==> config.mk <==
export PLATFORM = sky130hd
export DESIGN_NAME = memory_access_stage
export DESIGN_NICKNAME = d
export VERILOG_FILES = /design/src/rtl/memory_access_stage.sv
export SDC_FILE = /design/constraint.sdc
export NUM_CORES = 1
export LEC_CHECK = 0
export ABC_AREA = 1
export BUFFER_PORTS_ARGS = -buffer_cell sky130_fd_sc_hd__buf_2
export CORE_MARGIN = 8
export CORE_UTILIZATION = 41
export CTS_CLUSTER_SIZE = 8
export DETAILED_ROUTE_END_ITERATION = 10
export GPL_TIMING_DRIVEN = 0
export PLACE_DENSITY = 0.73
export RECOVER_POWER = 50
export SETUP_SLACK_MARGIN = 0.05
export SYNTH_ARGS = -nofsm -noshare
export SYNTH_HDL_FRONTEND = slang
export SYNTH_SLANG_ARGS = --single-unit
==> constraint.sdc <==
create_clock -name i_clk -period 1.5 [get_ports i_clk]
set_clock_uncertainty 0.1 [all_clocks]
set_input_delay 0.075 -clock i_clk [delete_from_list [all_inputs] [get_ports i_clk]]
set_output_delay 0.075 -clock i_clk [all_outputs]
set_load 0.03 [all_outputs]
==> src/rtl/memory_access_stage.sv <==
// MIPS M stage with M/W pipeline register; loads/stores go out over a req/ack bus with a timeout.
// Optional MEM_ALIGN_CHECK_EN rejects word-misaligned memory ops without touching the bus.
module memory_access_stage #(
  parameter int DATA_WIDTH     = 32,
  parameter int REG_ADDR_WIDTH = 5,
  parameter int MEM_TIMEOUT    = 15
) (
  input  logic                      i_clk,
  input  logic                      i_rst_n,
  input  logic                      i_ValidM,
  input  logic [DATA_WIDTH-1:0]     i_ALUOutM,
  input  logic [DATA_WIDTH-1:0]     i_WriteDataM,
  input  logic [REG_ADDR_WIDTH-1:0] i_WriteRegM,
  input  logic                      i_MemtoRegM,
  input  logic                      i_MemWriteM,
  input  logic                      i_RegWriteM,
  output logic                      o_StallM,
  output logic                      o_mem_req,
  output logic                      o_mem_we,
  output logic [DATA_WIDTH-1:0]     o_mem_addr,
  output logic [DATA_WIDTH-1:0]     o_mem_wdata,
  input  logic                      i_mem_ack,
  input  logic [DATA_WIDTH-1:0]     i_mem_rdata,
  output logic                      o_mem_err,
  output logic                      o_ValidW,
  output logic [DATA_WIDTH-1:0]     o_ALUOutW,
  output logic [DATA_WIDTH-1:0]     o_ReadDataW,
  output logic [REG_ADDR_WIDTH-1:0] o_WriteRegW,
  output logic                      o_MemtoRegW,
  output logic                      o_RegWriteW
);

  localparam int CNT_W = (MEM_TIMEOUT > 1) ? $clog2(MEM_TIMEOUT) : 1;
  localparam logic [CNT_W-1:0] CNT_LAST = CNT_W'(MEM_TIMEOUT - 1);

  typedef enum logic {IDLE, ACCESS} state_t;

  state_t           state;
  logic [CNT_W-1:0] cnt;
  logic             mem_op;
  logic             misaligned;

  assign mem_op = i_ValidM & (i_MemtoRegM | i_MemWriteM);

`ifdef MEM_ALIGN_CHECK_EN
  assign misaligned = mem_op & (i_ALUOutM[1:0] != 2'b00);
`else
  assign misaligned = 1'b0;
`endif

  always_comb begin
    o_StallM = 1'b0;
    if (i_rst_n) begin
      if (state == IDLE) o_StallM = mem_op & ~misaligned;
      else               o_StallM = ~i_mem_ack;
    end
  end

  always_ff @(posedge i_clk) begin
    if (!i_rst_n) begin
      state       <= IDLE;
      cnt         <= '0;
      o_mem_req   <= 1'b0;
      o_mem_we    <= 1'b0;
      o_mem_addr  <= '0;
      o_mem_wdata <= '0;
      o_mem_err   <= 1'b0;
      o_ValidW    <= 1'b0;
      o_ALUOutW   <= '0;
      o_ReadDataW <= '0;
      o_WriteRegW <= '0;
      o_MemtoRegW <= 1'b0;
      o_RegWriteW <= 1'b0;
    end else begin
      o_mem_err <= 1'b0;
      case (state)
        IDLE: begin
          if (mem_op && !misaligned) begin
            state       <= ACCESS;
            cnt         <= '0;
            o_mem_req   <= 1'b1;
            o_mem_we    <= i_MemWriteM;
            o_mem_addr  <= i_ALUOutM;
            o_mem_wdata <= i_WriteDataM;
            o_ValidW    <= 1'b0;
            o_RegWriteW <= 1'b0;
          end else begin
            // Plain pass-through; a misaligned op is retired as a dead instruction with an error.
            o_ValidW    <= i_ValidM;
            o_ALUOutW   <= i_ALUOutM;
            o_WriteRegW <= i_WriteRegM;
            o_MemtoRegW <= i_MemtoRegM;
            o_RegWriteW <= i_ValidM & i_RegWriteM & ~misaligned;
            o_mem_err   <= misaligned;
          end
        end
        ACCESS: begin
          if (i_mem_ack || cnt == CNT_LAST) begin
            state       <= IDLE;
            o_mem_req   <= 1'b0;
            o_ValidW    <= 1'b1;
            o_ALUOutW   <= i_ALUOutM;
            o_WriteRegW <= i_WriteRegM;
            o_MemtoRegW <= i_MemtoRegM;
            if (i_mem_ack) begin
              o_RegWriteW <= i_RegWriteM;
              if (!o_mem_we) o_ReadDataW <= i_mem_rdata;
            end else begin
              o_RegWriteW <= 1'b0;
              o_mem_err   <= 1'b1;
            end
          end else begin
            cnt         <= cnt + CNT_W'(1);
            o_ValidW    <= 1'b0;
            o_RegWriteW <= 1'b0;
          end
        end
        default: state <= IDLE;
      endcase
    end
  end

endmodule

==> results.md <==
- DP Area: between 0.006 and 0.007 sq mm
- Overall global routing resource usage: 23.4%
- Post-Route WL: 20.0 mm
- CP delay by family, top: buffers and inverters
- Most common cell after layout, fill and taps aside: nor2_1
- Initial antenna violation count: 0
- Setup_tns: 0 ps
- Chip width: between 100 and 150 microns
- Status: complete, no violations
- Switching share of power: 30.2%
- Placed cells: between 1000 and 1500
- WHS: 78.7 ps
- Ys Warns: 0
- Drt pass-1 iters: 5
- Port bufs: 246
- ANT nets after route: 0
- Data arrival, critical path: 1660 ps
- Nets: 1144
- Clk sinks: 144
- NetSw: 3.19 mW
- Core ar.: 0.0125 sq mm
- Tightest Pin Transition: around 630 ps
- H-tree depth: 4
- Ports: 248
- Clock slew at reported path FFs: about 60 ps
- CTS buffer count: 17
- Die height: 128 microns
- Row Count: between 40 and 50
- Clock latency on the worst-skew pair: 420 ps
- Largest net degree at the start of global routing: 17
- Yosys cell types: 23
- Layout cell share with drive strength beyond 1: a little under a quarter
- Sequential share of the synthesized area: 55.7%
- CTS root buffer: clkbuf_16
- Critical path capture point type: flip-flop
- F_max: 689 MHz
- Worst rel slew slack: 57.7%
- Syn_nets: 762
- Syn Inst Count: 652
- Worst hold path class: in2reg
- Sequential power share: 40.5%
- Power share of the combinational group: 20.3%
- Max Cap Viol: 0
- RSZ-0062 raised after global routing: yes
- Crit path kind: in2reg
- Finished Cell Area: 0.00858 sq mm
- # diodes: 0
- CP max-delay cell: dlygate4sd3_1
- DRC: 0
- Mean post-synth cell area: 7.93 sq um
- CP Max Fanout: 10
- Detailed-route via count: 5943
- DRT iter0 DRCs: 381
- Netlist Area Pre-Place: slightly above 0.005 sq mm
- Wire per inst: 16.4 microns
- Lkg Pwr: about 3.7 nW
- Worst Setup Start Kind: input pin
- Crit path required time: 1710 ps
- Fin crit period: 1450 ps
- Final Max Tran Viols: 0
- Total power per unit cell area: 1230 mW/mm^2
- Vias/cell: 4.88
- Proportion of power drawn by the clock network: 39.3%
- Most frequent cells in the layout: nor2_1, clkbuf_1, dfxtp_1, buf_2, dlygate4sd3_1
- Maximum vdd drop: 0.000927 V
- Final HPWL DP: 12.7 mm
- GRT overflow: 0
- Worst path cell trace: dlygate4sd3_1 -> buf_2 -> inv_1 -> nor2_4 -> nand2_4 -> clkbuf_16 -> clkbuf_4 -> o21ai_0 -> nor2_1
- WP buf/inv: 5
- Internal power: 7.36 mW
- Vias in the first global route: 5959
- Endpoints failing setup: 0
- Final number of hold-violating endpoints: 0
- RePlAce Congestion: around 0.8
- Die Area: 0.0165 sq mm
- Syn-to-layout area delta: 65.9%
- #FFs+latches synth: 144
- CP peak stage delay: 560 ps
- Initial Utilization: 41.5%
- Period utilisation layout: 96.8%
- First-pass GRT wire length: 30.3 mm
- CTS tree: done
- Max Root-Sink Buffers: 2
- Non-Filler Instances: 1219
[through the flow]
step | power [mW] | setup slack, ps | utilization [%]
floorplan | 5.46 | 66.0 | -
global placement | 6.06 | -135 | 53.1
finish | 10.6 | 48.6 | 68.8
global route | 10.9 | -4.31 | 68.8
detailed placement | 6.08 | -164 | 53.1
CTS | 10.5 | 31.5 | 67.3
[repair_timing]
action	CTS	global route
setup buffers	3	3
gates cloned	2	2
resized for setup	29	120
hold buffers	107	0
setup endpoints to repair	138	138
endpoints found under the hold margin	138	0
pin swaps	3	17
[worst paths after layout]
| check | slack [ps] | startpoint | cells after the start | endpoint |
|---|---|---|---|---|
| setup / recovery | 50 | i_ValidM | 9 | o_mem_wdata[4] |
| hold / removal | 80 | i_rst_n | 3 | o_MemtoRegW |
| setup reg to reg | 70 | cnt[0] | 8 | o_ALUOutW[17] |
| hold reg to reg | 360 | o_ALUOutW[4] | 2 | o_ALUOutW[4] |
[area by class of cell]
cell class	instances	area (sq um)
fillers	1060	3890
flip-flops and latches	144	2890
repair buffers	363	2270
multi-input cells	450	2200
clock buffers	18	439
plain buffers	47	354
well taps	172	215
clock inverters	14	143
inverters	11	60.1
[cell families (layout without fill, tap and decap cells)]
family / count (synthesis) / after routing / synth area share, %
buffers and inverters: 58 / 453 / 6.12
adder cells (fa/ha/maj): 2 / 2 / 0.484
AO/OA/AOI/OAI: 143 / 143 / 13.8
flip-flops: 144 / 144 / 55.7
AND/OR/NAND/NOR: 305 / 305 / 23.8
[registers in the layout (all words and copies together) (netlist names), 4 cells and up]
register and cells:
o_mem_addr 32, cnt 4, o_ReadDataW 32, o_ALUOutW 32
o_WriteRegW 5, o_mem_wdata 32
[power groups by stage]
stage / Clock, mW / Combinational [mW] / Sequential, mW
after floorplan: 0 / 0.590 / 4.87
after global placement: 0 / 1.75 / 4.31
after detailed placement: 0 / 1.76 / 4.32
after CTS: 4.18 / 2.04 / 4.24
after global routing: 4.34 / 2.30 / 4.30
final: 4.14 / 2.14 / 4.27
[Yosys cell counts]
| master | instances | share of area (%) |
|---|---|---|
| a21oi_1 | 47 | 4.5 |
| buf_1 | 1 | 0.073 |
| buf_2 | 17 | 1.6 |
| buf_4 | 10 | 1.5 |
| buf_6 | 5 | 1.1 |
| clkbuf_1 | 14 | 1.0 |
| dfxtp_1 | 144 | 56 |
| ha_1 | 2 | 0.48 |
| inv_1 | 9 | 0.65 |
| inv_2 | 1 | 0.073 |
| inv_4 | 1 | 0.12 |
| nand2_1 | 54 | 3.9 |
| nand2_2 | 2 | 0.24 |
| nand2_4 | 1 | 0.22 |
| nand3_1 | 45 | 4.4 |
| nand3_2 | 1 | 0.19 |
| nand4_1 | 1 | 0.12 |
| nor2_1 | 197 | 14 |
| nor2_2 | 2 | 0.24 |
| nor3_1 | 1 | 0.097 |
| nor4_1 | 1 | 0.12 |
| o21ai_0 | 94 | 9.1 |
| o21ai_1 | 2 | 0.19 |
[per-layer routing]
metal  track usage [%]  routed length [microns]
met3              8.40                     1550
met5                 0                        0
met2              39.6                     9960
met4              13.4                      796
met1              24.7                     7690
[worst register-to-register path: cells and delay by family, from the launching register on]
kind	cells	cell delay (ps)
AOI/OAI and AO/OA	1	140
DFF	1	350
adders and majority gates	1	150
and+or+nand+nor	4	440
buffers and inverters	2	170
Power figures use the tool's default switching activity.
